`src/rtl/hazard_ctrl.sv`:
```
// Pipeline hazard controller: registered EX operand forwarding selects, load-use
// stall, branch flush, and a whole-pipeline freeze during multi-cycle data-memory accesses.
module hazard_ctrl #(
  parameter int DM_LATENCY = 4,
  parameter int REG_W      = 4
) (
  input  logic             clk,
  input  logic             rst,
  input  logic [REG_W-1:0] id_rs,
  input  logic [REG_W-1:0] id_rt,
  input  logic             id_rs_used,
  input  logic             id_rt_used,
  input  logic [REG_W-1:0] ex_rd,
  input  logic             ex_we,
  input  logic             ex_memtoreg,
  input  logic [REG_W-1:0] mem_rd,
  input  logic             mem_we,
  input  logic             mem_access,
  input  logic             br_taken,
  output logic [1:0]       fwd_mux1,
  output logic [1:0]       fwd_mux2,
  output logic             pc_stall,
  output logic             ifid_stall,
  output logic             ifid_flush,
  output logic             idex_stall,
  output logic             idex_flush,
  output logic             exmem_stall,
  output logic             memwb_stall,
  output logic             mem_busy
);

  typedef enum logic [1:0] {
    IDLE     = 2'd0,
    MEM_WAIT = 2'd1,
    MEM_DONE = 2'd2
  } state_t;

  localparam logic [1:0] FWD_EX  = 2'b10;
  localparam logic [1:0] FWD_MEM = 2'b01;
  localparam logic [1:0] FWD_RF  = 2'b00;
  localparam logic [3:0] WAIT_LOAD = 4'(DM_LATENCY - 1);

  state_t     r_state, w_state_next;
  logic [3:0] r_cnt, w_cnt_next;
  logic [1:0] r_fwd1, r_fwd2;
  logic [1:0] w_fwd1_next, w_fwd2_next;
  logic       w_in_wait;
  logic       w_load_use;

  // EX/EX wins over MEM/EX; a load in EX cannot forward yet, and r0 never forwards.
  function automatic logic [1:0] fwd_sel(input logic [REG_W-1:0] src, input logic used);
    if (used && ex_we && (ex_rd != '0) && (src == ex_rd) && !ex_memtoreg)
      return FWD_EX;
    else if (used && mem_we && (mem_rd != '0) && (src == mem_rd))
      return FWD_MEM;
    else
      return FWD_RF;
  endfunction

  assign w_in_wait   = (r_state == MEM_WAIT);
  assign w_fwd1_next = fwd_sel(id_rs, id_rs_used);
  assign w_fwd2_next = fwd_sel(id_rt, id_rt_used);
  assign w_load_use  = ex_we && ex_memtoreg && (ex_rd != '0) &&
                       ((id_rs_used && (id_rs == ex_rd)) || (id_rt_used && (id_rt == ex_rd)));

  // NOTE: every signal driven here gets a default first so no latch is inferred.
  always_comb begin
    w_state_next = r_state;
    w_cnt_next   = r_cnt;
    unique case (r_state)
      IDLE: begin
        if (mem_access && (DM_LATENCY > 1)) begin
          w_state_next = MEM_WAIT;
          w_cnt_next   = WAIT_LOAD;
        end
      end
      MEM_WAIT: begin
        if (r_cnt == 4'd1) w_state_next = MEM_DONE;
        w_cnt_next = r_cnt - 4'd1;
      end
      MEM_DONE: w_state_next = IDLE;
      default:  w_state_next = IDLE;
    endcase
  end

  always_comb begin
    pc_stall    = 1'b0;
    ifid_stall  = 1'b0;
    ifid_flush  = 1'b0;
    idex_stall  = 1'b0;
    idex_flush  = 1'b0;
    exmem_stall = 1'b0;
    memwb_stall = 1'b0;
    mem_busy    = 1'b0;
    if (w_in_wait) begin
      pc_stall    = 1'b1;
      ifid_stall  = 1'b1;
      idex_stall  = 1'b1;
      exmem_stall = 1'b1;
      memwb_stall = 1'b1;
      mem_busy    = 1'b1;
    end else if (br_taken) begin
      ifid_flush = 1'b1;
      idex_flush = 1'b1;
    end else if (w_load_use) begin
      pc_stall   = 1'b1;
      ifid_stall = 1'b1;
      idex_flush = 1'b1;
    end
  end

  // NOTE: sequential state uses non-blocking assignments so every register samples pre-edge values.
  always_ff @(posedge clk) begin
    if (rst) begin
      r_state <= IDLE;
      r_cnt   <= 4'd0;
      r_fwd1  <= FWD_RF;
      r_fwd2  <= FWD_RF;
    end else begin
      r_state <= w_state_next;
      r_cnt   <= w_cnt_next;
      if (!w_in_wait) begin
        r_fwd1 <= idex_flush ? FWD_RF : w_fwd1_next;
        r_fwd2 <= idex_flush ? FWD_RF : w_fwd2_next;
      end
    end
  end

  assign fwd_mux1 = r_fwd1;
  assign fwd_mux2 = r_fwd2;

endmodule
```
`config.mk`:
```
export PLATFORM = sky130hd
export DESIGN_NAME = hazard_ctrl
export DESIGN_NICKNAME = d
export VERILOG_FILES = /design/src/rtl/hazard_ctrl.sv
export SDC_FILE = /design/constraint.sdc
export NUM_CORES = 1
export LEC_CHECK = 0
export ABC_AREA = 1
export BUFFER_PORTS_ARGS = -buffer_cell sky130_fd_sc_hd__buf_4
export CORE_MARGIN = 2
export CORE_UTILIZATION = 47
export CTS_BUF_LIST = sky130_fd_sc_hd__clkbuf_8 sky130_fd_sc_hd__clkbuf_16
export DETAILED_ROUTE_END_ITERATION = 7
export GPL_TIMING_DRIVEN = 1
export PLACE_DENSITY = 0.79
export SKIP_LAST_GASP = 1
export SYNTH_ARGS = -nofsm -noshare
export SYNTH_HDL_FRONTEND = slang
export SYNTH_SLANG_ARGS = --single-unit
```
`constraint.sdc`:
```
create_clock -name clk -period 1.25 [get_ports clk]
set_input_delay 0.25 -clock clk [delete_from_list [all_inputs] [get_ports clk]]
set_output_delay 0.25 -clock clk [all_outputs]
set_load 0.005 [all_outputs]
```
==> out/metrics.cfg <==
[cells_and_area]
area_growth_pct=62.96
finalNetCount=231
design_area_mm2=0.001448
layout-drive-gt1-share_pct=47.78
final_cells=228
multi_input_area_um2=586.8
seq_area_um2=202.7
final_core_util_pct=82.94
antennaDiodeCount=0
fillerInstances=118

[clock_tree]
root_buffer=clkbuf_8
cts_sinks=10
clock_latency_ns=0.23
hold_buffers=0
tritoncts=yes
cts_inserted_buffers=3
clk_pin_slew_worst_paths_ns=0.05
cts_buffer_depth=2
htreeDepth=1

[die]
start_util_pct=50.90
die-width_um=47.48
die_h_um=47.48
ios=37
die-area_mm2=0.002254
core_mm2=0.001745
std_cell_rows=15

[timing]
tightest_slew_ns=0.2628
fin_ws_ns=-0.06301
holdWs_ns=0.2831
setup-tns-final_ns=-0.1692
finalSetupViolCount=3
slew_violations=0
fin_crit_ns=1.313
rsz0062_at_grt=true
maxSlewHeadroom_pct=82.35
fin_skew_ns=0.001987
fmax_mhz=761.6
finalHoldViolCount=0
period_share_pct=105.0

[global_route]
grt_pass1_wl_um=3815
antenna_found_initial=0
grt_pass1_vias=987
grt_max_degree=12
grt_usage_pct=23.80
grt-ovfl-total=0

[critical_path]
cp_max_fo=3
cp-end-kind=output port
cp_data_required_time_ns=1.00
worstSetupStartpointType=flop
arrival_ns=1.06
critPathKind=flop to output port

[power_and_ir_drop]
p_seq_share_pct=29.5
p_comb_share_pct=37.3
leakage_nw=0.7492
power.internal_mw=0.8485
cellPowerDensity_mw_per_mm2=835.5
irDropWorstVdd_mv=0.5825
power_mw=1.209
sw_frac_of_total_pct=29.84
switching_power_mw=0.3609
p_clk_share_pct=33.2

[yosys]
avgSynthCellArea_um2=5.844
ys_ff_latch=10
seq_area_frac_synth_pct=22.54
syn-num-nets=179
synthesis.area_um2=888.4
synth_cell_types=26
syn_inst=152
synth-warning-count=0

[routing]
dr.pass1.iters=4
routedWlPerCell_um=11.57
via_per_inst=4.803
postRouteAntennaNets=0
drt_wl_total_um=2638
drtIter0Drc=7
routed-via-count=1095
drc=0

[min_path]
hold_class=input pin to flop

[placement]
port_buffers=36
dpl_cell_area_mm2=0.001224
place.gp.congestion=0.8280
pre_cts_ws_ns=-0.04828
hpwl_um=1883
placed_cells=218

[run_status]
run_status=finished with violations
violations=setup timing

[job]
cap_violations=0

-- timing repair --
| item | in CTS | in global routing |
|---|---|---|
| pin swaps | 16 | 19 |
| setup buffers | 5 | 0 |
| cloned | 0 | 1 |
| setup endpoints to repair | 8 | 10 |
| gates resized for setup | 26 | 20 |
-- area by class of cell --
cell class                 count  area share [%]
sequential                    10           14.00
clock buffer                   4           3.803
inverter                      28           7.779
tap                           25           2.161
timing repair buffer          52           31.72
multi-input combinational    109           40.54
-- power by group through the flow --
stage / Clock, mW / Combinational, mW / Sequential, mW
2_1_floorplan: 0 / 0.206 / 0.356
3_3_place_gp: 0 / 0.351 / 0.358
3_5_place_dp: 0 / 0.360 / 0.360
4_1_cts: 0.411 / 0.406 / 0.355
5_1_grt: 0.430 / 0.494 / 0.357
6_report: 0.402 / 0.451 / 0.357
-- layout by cell type (no fill, tap or decap) --
cell,netlist,final
nand2_1,51,42
buf_4,4,33
buf_6,1,17
nor2_1,18,15
inv_1,20,13
inv_2,6,10
nand2_2,1,10
nand3_1,11,9
dfxtp_1,10,8
nor2_2,5,7
nand3_2,3,5
clkbuf_8,0,4
inv_4,0,3
xnor2_1,3,3
clkinv_1,2,2
o211ai_1,2,2
nor3_1,2,2
a21oi_1,2,2
ha_1,2,2
dfxtp_2,0,2
nand2_4,1,1
nor2_4,0,1
o31ai_1,1,1
nand4_1,1,1
o21ai_1,1,1
o21ai_2,1,1
xor2_1,1,1
nor3_2,1,1
a221oi_1,1,1
a211oi_1,1,1
buf_2,0,1
buf_8,0,1
-- cells by family after synthesis --
family | count (synthesis) | share of synthesized area, %
AOI/OAI and AO/OA | 9 | 7.042
xor gates and xnor gates | 4 | 3.944
adders and majority gates | 2 | 2.816
buffers and inverters | 33 | 16.48
DFF | 10 | 22.53
and+or+nand+nor | 94 | 47.18
-- cells in the mapped netlist --
cell type / count / share of area [%]
nand2_4: 1 / 1.3
nand3_1: 11 / 6.2
nor2_1: 18 / 7.6
nor2_2: 5 / 3.5
inv_1: 20 / 8.5
dfxtp_1: 10 / 23
xor2_1: 1 / 0.99
inv_2: 6 / 2.5
buf_6: 1 / 1.3
clkinv_1: 2 / 0.85
a211oi_1: 1 / 0.85
nand4_1: 1 / 0.70
nand2_2: 1 / 0.70
nor3_2: 1 / 1.1
nor3_1: 2 / 1.1
a221oi_1: 1 / 0.99
o21ai_1: 1 / 0.56
nand2_1: 51 / 22
buf_4: 4 / 3.4
o21ai_2: 1 / 0.99
o211ai_1: 2 / 1.7
nand3_2: 3 / 3.4
ha_1: 2 / 2.8
xnor2_1: 3 / 3.0
o31ai_1: 1 / 0.85
a21oi_1: 2 / 1.1
-- metal layers --
metal  part of all wire (%)  global-route usage (%)
met2                     60                   46.76
met4                   0.87                   13.33
met5                      0                       0
met3                    2.6                   1.509
met1                     36                   24.37
-- final timing paths --
kind,to,from,slack (ns),cells past startpoint
worst max register to register,fwd_mux1[0],r_state[1],0.05,10
worst min-delay path,r_cnt[3],rst,0.28,2
worst max-delay path,idex_flush,r_state[1],-0.06,7
worst min register to register,fwd_mux2[0],fwd_mux2[0],0.46,2
-- critical path, stage by stage (launching register included) --
cell and delay, ns:
dfxtp_2 0.33, inv_2 0.04, nand2_4 0.08, inv_4 0.05, nor2_4 0.12, inv_2 0.06, nand2_2 0.06, buf_6 0.09
-- registers in the layout (all words and copies together), names as in the netlist --
| name | flops |
|---|---|
| fwd_mux1 | 2 |
| fwd_mux2 | 2 |
| r_cnt | 4 |
| r_state | 2 |
(Power assumes the default switching activity.)
